$ cat config.mk
export PLATFORM = sky130hd
export DESIGN_NAME = dtc_pipe_prog
export DESIGN_NICKNAME = d
export VERILOG_FILES = /design/src/rtl/dtc_pipe_pkg.sv /design/src/rtl/dtc_level_stage.sv /design/src/rtl/dtc_pipe_prog.sv
export SDC_FILE = /design/constraint.sdc
export NUM_CORES = 1
export LEC_CHECK = 0
export BUFFER_PORTS_ARGS = -buffer_cell sky130_fd_sc_hd__buf_4
export CAP_MARGIN = 15
export CORE_MARGIN = 4
export CORE_UTILIZATION = 62
export CTS_CLUSTER_SIZE = 12
export DETAILED_ROUTE_END_ITERATION = 8
export PLACE_DENSITY = 0.77
export SYNTH_ARGS = -nofsm -noshare
export SYNTH_HDL_FRONTEND = slang
export SYNTH_SLANG_ARGS = --single-unit
$ cat constraint.sdc
create_clock -name clk -period 3.5 [get_ports clk]
set_clock_uncertainty 0.2 [all_clocks]
set_input_delay 0.525 -clock clk [delete_from_list [all_inputs] [get_ports clk]]
set_output_delay 0.525 -clock clk [all_outputs]
set_load 0.005 [all_outputs]
$ cat src/rtl/dtc_pipe_pkg.sv
// Shared constants, typedefs and helpers for the programmable pipelined
// decision-tree classifier.
//   N_FEAT_DEF / DEPTH_DEF / CLASS_W_DEF : default geometry
//   node_addr_t / leaf_addr_t            : table address types
//   feat_idx_t / class_t                 : table payload types
//   heap_index()                         : node heap index from level + path
package dtc_pipe_pkg;

  localparam int unsigned N_FEAT_DEF  = 12;
  localparam int unsigned DEPTH_DEF   = 4;
  localparam int unsigned CLASS_W_DEF = 3;
  localparam int unsigned FIDX_W_DEF  = $clog2(N_FEAT_DEF);

  typedef logic [DEPTH_DEF-1:0]   node_addr_t;
  typedef logic [DEPTH_DEF-1:0]   leaf_addr_t;
  typedef logic [FIDX_W_DEF-1:0]  feat_idx_t;
  typedef logic [CLASS_W_DEF-1:0] class_t;

  // Heap index of the node reached at 'level' after the decisions in 'path'
  // (decisions stored LSB-aligned, oldest decision in the highest used bit).
  function automatic int unsigned heap_index(input int unsigned level,
                                             input int unsigned path);
    return (32'd1 << level) | path;
  endfunction

endpackage

$ cat src/rtl/dtc_level_stage.sv
// One tree level: forms the node heap index for this level, takes the split
// feature read from the node table, and appends the decision bit to the path.
//   inp         : feature vector held in this stage
//   path        : decisions so far (LEVEL bits, LSB-aligned)
//   feat        : split feature index read from node table at node_idx_c
//   node_idx_c  : node table read address for this level
//   next_path_c : path including this level's decision
module dtc_level_stage
  import dtc_pipe_pkg::*;
#(
  parameter  int unsigned N_FEAT = N_FEAT_DEF,
  parameter  int unsigned DEPTH  = DEPTH_DEF,
  parameter  int unsigned LEVEL  = 0,
  localparam int unsigned FIDX_W = $clog2(N_FEAT)
) (
  input  logic [N_FEAT-1:0] inp,
  input  logic [DEPTH-1:0]  path,
  input  logic [FIDX_W-1:0] feat,
  output logic [DEPTH-1:0]  node_idx_c,
  output logic [DEPTH-1:0]  next_path_c
);

  logic dec;

  assign node_idx_c = DEPTH'(heap_index(LEVEL, 32'(path)));

  // Decision bit; a feature index past the vector width reads as 0.
  always_comb begin
    dec = 1'b0;
    for (int unsigned i = 0; i < N_FEAT; i++) begin
      if (feat == FIDX_W'(i)) dec = inp[i];
    end
  end

  assign next_path_c = (path << 1) | DEPTH'(dec);

endmodule

$ cat src/rtl/dtc_pipe_prog.sv
// Programmable pipelined binary decision-tree classifier. One tree level per
// stage, one classification per cycle, run-time writable node/leaf tables.
//   clk, rst             : clock, synchronous active-high reset
//   inp/in_valid/in_ready: feature vector input handshake
//   outp/out_valid/out_ready : class result output handshake
//   cfg_we/cfg_sel/cfg_addr/cfg_data : table write port (sel 0 node, 1 leaf)
//   idle                 : no valid data anywhere in the pipe
//   cfg_err              : one-cycle pulse when a write is rejected (not idle)
module dtc_pipe_prog
  import dtc_pipe_pkg::*;
#(
  parameter  int unsigned N_FEAT  = N_FEAT_DEF,
  parameter  int unsigned DEPTH   = DEPTH_DEF,
  parameter  int unsigned CLASS_W = CLASS_W_DEF,
  localparam int unsigned FIDX_W  = $clog2(N_FEAT),
  localparam int unsigned CFG_W   = (FIDX_W > CLASS_W) ? FIDX_W : CLASS_W
) (
  input  logic               clk,
  input  logic               rst,
  input  logic [N_FEAT-1:0]  inp,
  input  logic               in_valid,
  output logic               in_ready,
  output logic [CLASS_W-1:0] outp,
  output logic               out_valid,
  input  logic               out_ready,
  input  logic               cfg_we,
  input  logic               cfg_sel,
  input  logic [DEPTH-1:0]   cfg_addr,
  input  logic [CFG_W-1:0]   cfg_data,
  output logic               idle,
  output logic               cfg_err
);

  localparam int unsigned N_ENT = 1 << DEPTH;

  logic [FIDX_W-1:0]  node_tbl [N_ENT];
  logic [CLASS_W-1:0] leaf_tbl [N_ENT];

  logic [DEPTH-1:0]   s_valid;
  logic [N_FEAT-1:0]  s_inp  [DEPTH];
  logic [DEPTH-1:0]   s_path [DEPTH];

  logic [DEPTH-1:0]   node_idx_c  [DEPTH];
  logic [DEPTH-1:0]   next_path_c [DEPTH];
  logic [FIDX_W-1:0]  feat_c      [DEPTH];

  logic stall_c;
  logic accept_c;
  logic cfg_ok_c;

  // Global enable: a stalled output freezes the whole pipe.
  assign stall_c  = out_valid && !out_ready;
  assign in_ready = !stall_c && !cfg_we;
  assign accept_c = in_valid && in_ready;
  assign idle     = !((|s_valid) || out_valid);
  assign cfg_ok_c = cfg_we && idle;

  // One evaluator per level, each with its own node table read port.
  for (genvar k = 0; k < DEPTH; k++) begin : g_level
    dtc_level_stage #(
      .N_FEAT (N_FEAT),
      .DEPTH  (DEPTH),
      .LEVEL  (k)
    ) u_stage (
      .inp         (s_inp[k]),
      .path        (s_path[k]),
      .feat        (feat_c[k]),
      .node_idx_c  (node_idx_c[k]),
      .next_path_c (next_path_c[k])
    );
    assign feat_c[k] = node_tbl[node_idx_c[k]];
  end

  // Stage and output registers.
  always_ff @(posedge clk) begin
    if (rst) begin
      s_valid   <= '0;
      out_valid <= 1'b0;
      outp      <= '0;
      for (int unsigned k = 0; k < DEPTH; k++) begin
        s_inp[k]  <= '0;
        s_path[k] <= '0;
      end
    end else if (!stall_c) begin
      s_valid[0] <= accept_c;
      s_inp[0]   <= inp;
      s_path[0]  <= '0;
      for (int unsigned k = 1; k < DEPTH; k++) begin
        s_valid[k] <= s_valid[k-1];
        s_inp[k]   <= s_inp[k-1];
        s_path[k]  <= next_path_c[k-1];
      end
      out_valid <= s_valid[DEPTH-1];
      if (s_valid[DEPTH-1]) outp <= leaf_tbl[next_path_c[DEPTH-1]];
    end
  end

  // Table writes only land while the pipe is empty; node 0 does not exist.
  always_ff @(posedge clk) begin
    if (rst) begin
      cfg_err <= 1'b0;
      for (int unsigned i = 0; i < N_ENT; i++) begin
        node_tbl[i] <= '0;
        leaf_tbl[i] <= '0;
      end
    end else begin
      cfg_err <= cfg_we && !idle;
      if (cfg_ok_c) begin
        if (cfg_sel) begin
          leaf_tbl[cfg_addr] <= cfg_data[CLASS_W-1:0];
        end else if (cfg_addr != '0) begin
          node_tbl[cfg_addr] <= cfg_data[FIDX_W-1:0];
        end
      end
    end
  end

endmodule

==> Flow_metrics.wiki <==
{| class="wikitable"
! Metric !! Value
|-
| Vias in the first global route || 5701
|-
| YS warnings || 0
|-
| Top post-synthesis cells by area || sky130_fd_sc_hd__edfxtp_1, sky130_fd_sc_hd__mux4_2, sky130_fd_sc_hd__nor4_1, sky130_fd_sc_hd__and2_1, sky130_fd_sc_hd__a21o_1
|-
| Most common flop cell mapped by yosys || sky130_fd_sc_hd__edfxtp_1
|-
| Slowest cell on the critical path || sky130_fd_sc_hd__edfxtp_1
|-
| CTS clock-pin slew for the worst setup and hold paths || 70 ps
|-
| DIE AREA || between 15000 and 20000 µm²
|-
| Standard cell core area || between 10000 and 15000 µm²
|-
| Setup crit start kind || flip-flop
|-
| Deepest level of the CTS H-tree || 4
|-
| Maximum number of pins on one net before global-route repair || 55
|-
| Average routed wire per standard cell || around 22 µm
|-
| Place WS || -37.2 ps
|-
| Time the final worst path needs with I/O delays and setup || roughly 3300 ps
|-
| Routed Wire Length || slightly below 20000 µm
|-
| Root buffer cell || sky130_fd_sc_hd__clkbuf_16
|-
| I/O Buffers || 32
|-
| Startpoint of the worst hold path || inp[5]
|-
| Number of design rule violations left after detail routing || 0
|-
| Worst hold-check path type || primary input to flip-flop
|-
| TNS Setup || 0 ps
|-
| Post-layout nets || just over 700
|-
| Clock insertion delay at the later pin of the skew report || between 400 and 500 ps
|-
| Post-synthesis cell area || roughly 8400 µm²
|-
| Number of iterations in the first detailed-routing pass || 5
|-
| Maximum count of clock buffers along a single path || 2
|-
| Sort of element at the end of the critical path || flip-flop
|-
| Count of buffer and inverter cells on the critical path || 0
|-
| Final total power || between 0.004 and 0.005 W
|-
| Hold Crit Depth || 2
|-
| Number of max-cap violations || 0
|-
| Number of buffers created by CTS || 17
|-
| Hold-fix buffer count after cts || 0
|-
| Slew Viols, Final || 0
|-
| Post-detail-place hpwl || 13200 µm
|-
| Via density || about 6.7
|-
| Crit Path Max Fanout || 11
|-
| Number of cells on the worst reg-to-reg path || 9
|-
| Tot GR Track Use || between 20% and 30%
|-
| Startpoint of the lowest-slack register-to-register path || s_path[3][2]
|-
| End-of-flow core utilization || between 70% and 80%
|-
| Peak clock frequency supported by timing || 0.304 GHz
|-
| RSZ-0062 raised after global routing || no
|-
| Global-route wire length before repair || just over 30000 µm
|-
| Count of standard-cell rows || 42
|-
| Final setup fails || 0
|-
| Post-route ant nets || 0
|-
| Kind of cell adding the most delay to the critical path || simple AND/OR/NAND/NOR gates
|-
| Power density normalized to cell area || ~480 nW/µm²
|-
| Ports placed on the boundary || 33
|-
| Top cells by count, synth || sky130_fd_sc_hd__edfxtp_1, sky130_fd_sc_hd__nor4_1, sky130_fd_sc_hd__and2_1
|-
| Result of the run || finished clean
|-
| Actual slew at the worst max-slew pin || approximately 850 ps
|-
| CTS tree || done
|-
| Arrival time worst endpoint || approximately 3500 ps
|-
| Synthesized netlist net count || 694
|-
| Distinct cell type count after synthesis || 51
|-
| Leakage power || around 3.6 nW
|-
| Cell with the most instances after synthesis || sky130_fd_sc_hd__edfxtp_1
|-
| Number of cells produced by synthesis || 668
|-
| Fraction of final layout cells sized beyond drive strength 1 || 17.6%
|-
| Portion of synthesized cell area occupied by the leading cell type || around 58%
|-
| Vertical extent of the die || roughly 120 µm
|-
| Slew headroom || 43.5%
|-
| Crit Path Category || flip-flop to flip-flop
|-
| Register area share after synthesis || between 60% and 70%
|-
| Initial antenna violation count || 0
|-
| Stage delay of the slowest cell on the critical path || roughly 670 ps
|-
| Cell taking the most area after synthesis || sky130_fd_sc_hd__edfxtp_1
|-
| Critical path data required time || ~3700 ps
|-
| Total clock sinks || between 150 and 200
|-
| Fill cell instance count of the final layout || roughly 900
|-
| Ordered list of cells on the worst path || mux4_2, mux2i_4, nand2_1, nor4b_2, or2_1, nor2_1, a2111oi_0, o21ai_1, nand4bb_1
|-
| Diodes inserted || 0
|-
| Layout Area Growth over Synthesis || 12.1%
|-
| Number of enable-type register cells in the synthesized netlist || 162
|-
| Count of final hold-check violations || 0
|-
| Starting Density || a little over three fifths
|-
| Mean instance size in the synthesized netlist || about 13 µm²
|-
| Routability Congestion || approximately 0.85
|-
| Congestion Overflow GR || 0
|-
| Die span in x || ~120 µm
|-
| Initial DRC Count || 906
|-
| Number of synthesized register bits || about 170
|-
| Launching element of the worst setup path || s_path[3][2]
|-
| Setup ws final || 213 ps
|-
| Final clock period utilization by the worst path || 93.9%
|-
| Final hold slack || around 170 ps
|-
| Ys async rst share || 0%
|-
| Max VDD drop || 0.000368 V
|-
| Worst path depth || 9
|-
| Total number of vias || just under 6000
|}
cells by family (layout without fill, tap and decap cells):
group                  count (synthesis)  count (layout)  share of synthesized area (%)
muxes                                 47              47                           8.69
buffers and inverters                 69             100                           3.30
DFF                                  171             171                           60.2
and+or+nand+nor                      281             281                           19.4
AOI/OAI and AO/OA                    100             100                           8.45
worst reg2reg max path, delay by kind of cell (launching register included):
kind / cells / cell delay, ps
flip-flops: 1 / 670
AND/OR/NAND/NOR: 5 / 980
AO/OA/AOI/OAI: 2 / 720
multiplexers: 2 / 650
layout by cell type (no fill, tap or decap), types with 9 or more instances in the layout:
cell type | netlist | final
sky130_fd_sc_hd__edfxtp_1 | 162 | 162
sky130_fd_sc_hd__buf_4 | 1 | 59
sky130_fd_sc_hd__nor4_1 | 54 | 54
sky130_fd_sc_hd__and2_1 | 53 | 53
sky130_fd_sc_hd__nor2_1 | 41 | 40
sky130_fd_sc_hd__and3_1 | 33 | 33
sky130_fd_sc_hd__nor3_1 | 32 | 32
sky130_fd_sc_hd__a21o_1 | 28 | 28
sky130_fd_sc_hd__mux2i_1 | 21 | 21
sky130_fd_sc_hd__o21ai_0 | 20 | 20
sky130_fd_sc_hd__mux4_2 | 18 | 18
sky130_fd_sc_hd__clkbuf_16 | 0 | 17
sky130_fd_sc_hd__nand2b_1 | 15 | 14
sky130_fd_sc_hd__nand3_1 | 10 | 10
sky130_fd_sc_hd__nand2_1 | 10 | 10
sky130_fd_sc_hd__a21oi_1 | 9 | 9
sky130_fd_sc_hd__dfxtp_1 | 9 | 9
cell type report:
type / instances / area (µm²) / share of cell area (%)
clock buffers: 20 / 447 / 4.76
clock inverters: 12 / 113 / 1.20
inverters: 8 / 30.0 / 0.320
multi-input cells: 428 / 3070 / 32.7
flip-flops and latches: 171 / 5040 / 53.7
well taps: 176 / 220 / 2.34
repair buffers: 60 / 463 / 4.93
where the power goes:
| part | switching [W] | leakage [nW] | internal (W) |
|---|---|---|---|
| clock network | 0.000779 | 0.272 | 0.00100 |
| logic | 0.000225 | 1.48 | 0.000145 |
| registers | 0.0000381 | 1.86 | 0.00230 |
sequential cells by signal, indices dropped and copies added, names as in the netlist:
| signal | cells |
|---|---|
| cfg_err | 1 |
| leaf_tbl | 48 |
| node_tbl | 60 |
| out_valid | 1 |
| outp | 3 |
| s_inp | 48 |
| s_path | 6 |
| s_valid | 4 |
stage by stage:
stage	area [µm²]	std cells
finish	9390	875
global route	9390	875
CTS	9340	870
detailed placement	8760	837
global placement	8760	837
floorplan	8380	668
worst paths after layout:
path,end,slack (ps)
worst min-delay path,s_inp[0][5],170
worst max-delay path,outp[2],210
worst min register to register,outp[2],320
worst max register to register,outp[2],210
timing repair:
| item | CTS | global route |
|---|---|---|
| setup endpoints to repair | 3 | 3 |
| setup buffers | 1 | 5 |
| gates resized for setup | 0 | 2 |
| cloned | 0 | 0 |
| pin swaps | 0 | 1 |
| endpoints found under the hold margin | 0 | 0 |
layer usage:
layer / GRT usage, % / vias to the layer above / share of wire, % / routed length (µm)
met5: 0 / - / 0 / 0
met4: 10.6 / 0 / 3.3 / 638
met3: 5.36 / 59 / 9.1 / 1760
met2: 39.5 / 359 / 48 / 9220
met1: 35.5 / 2781 / 40 / 7740
li1: - / 2620 / - / -
Note: power is estimated with default switching activity, not from simulation.
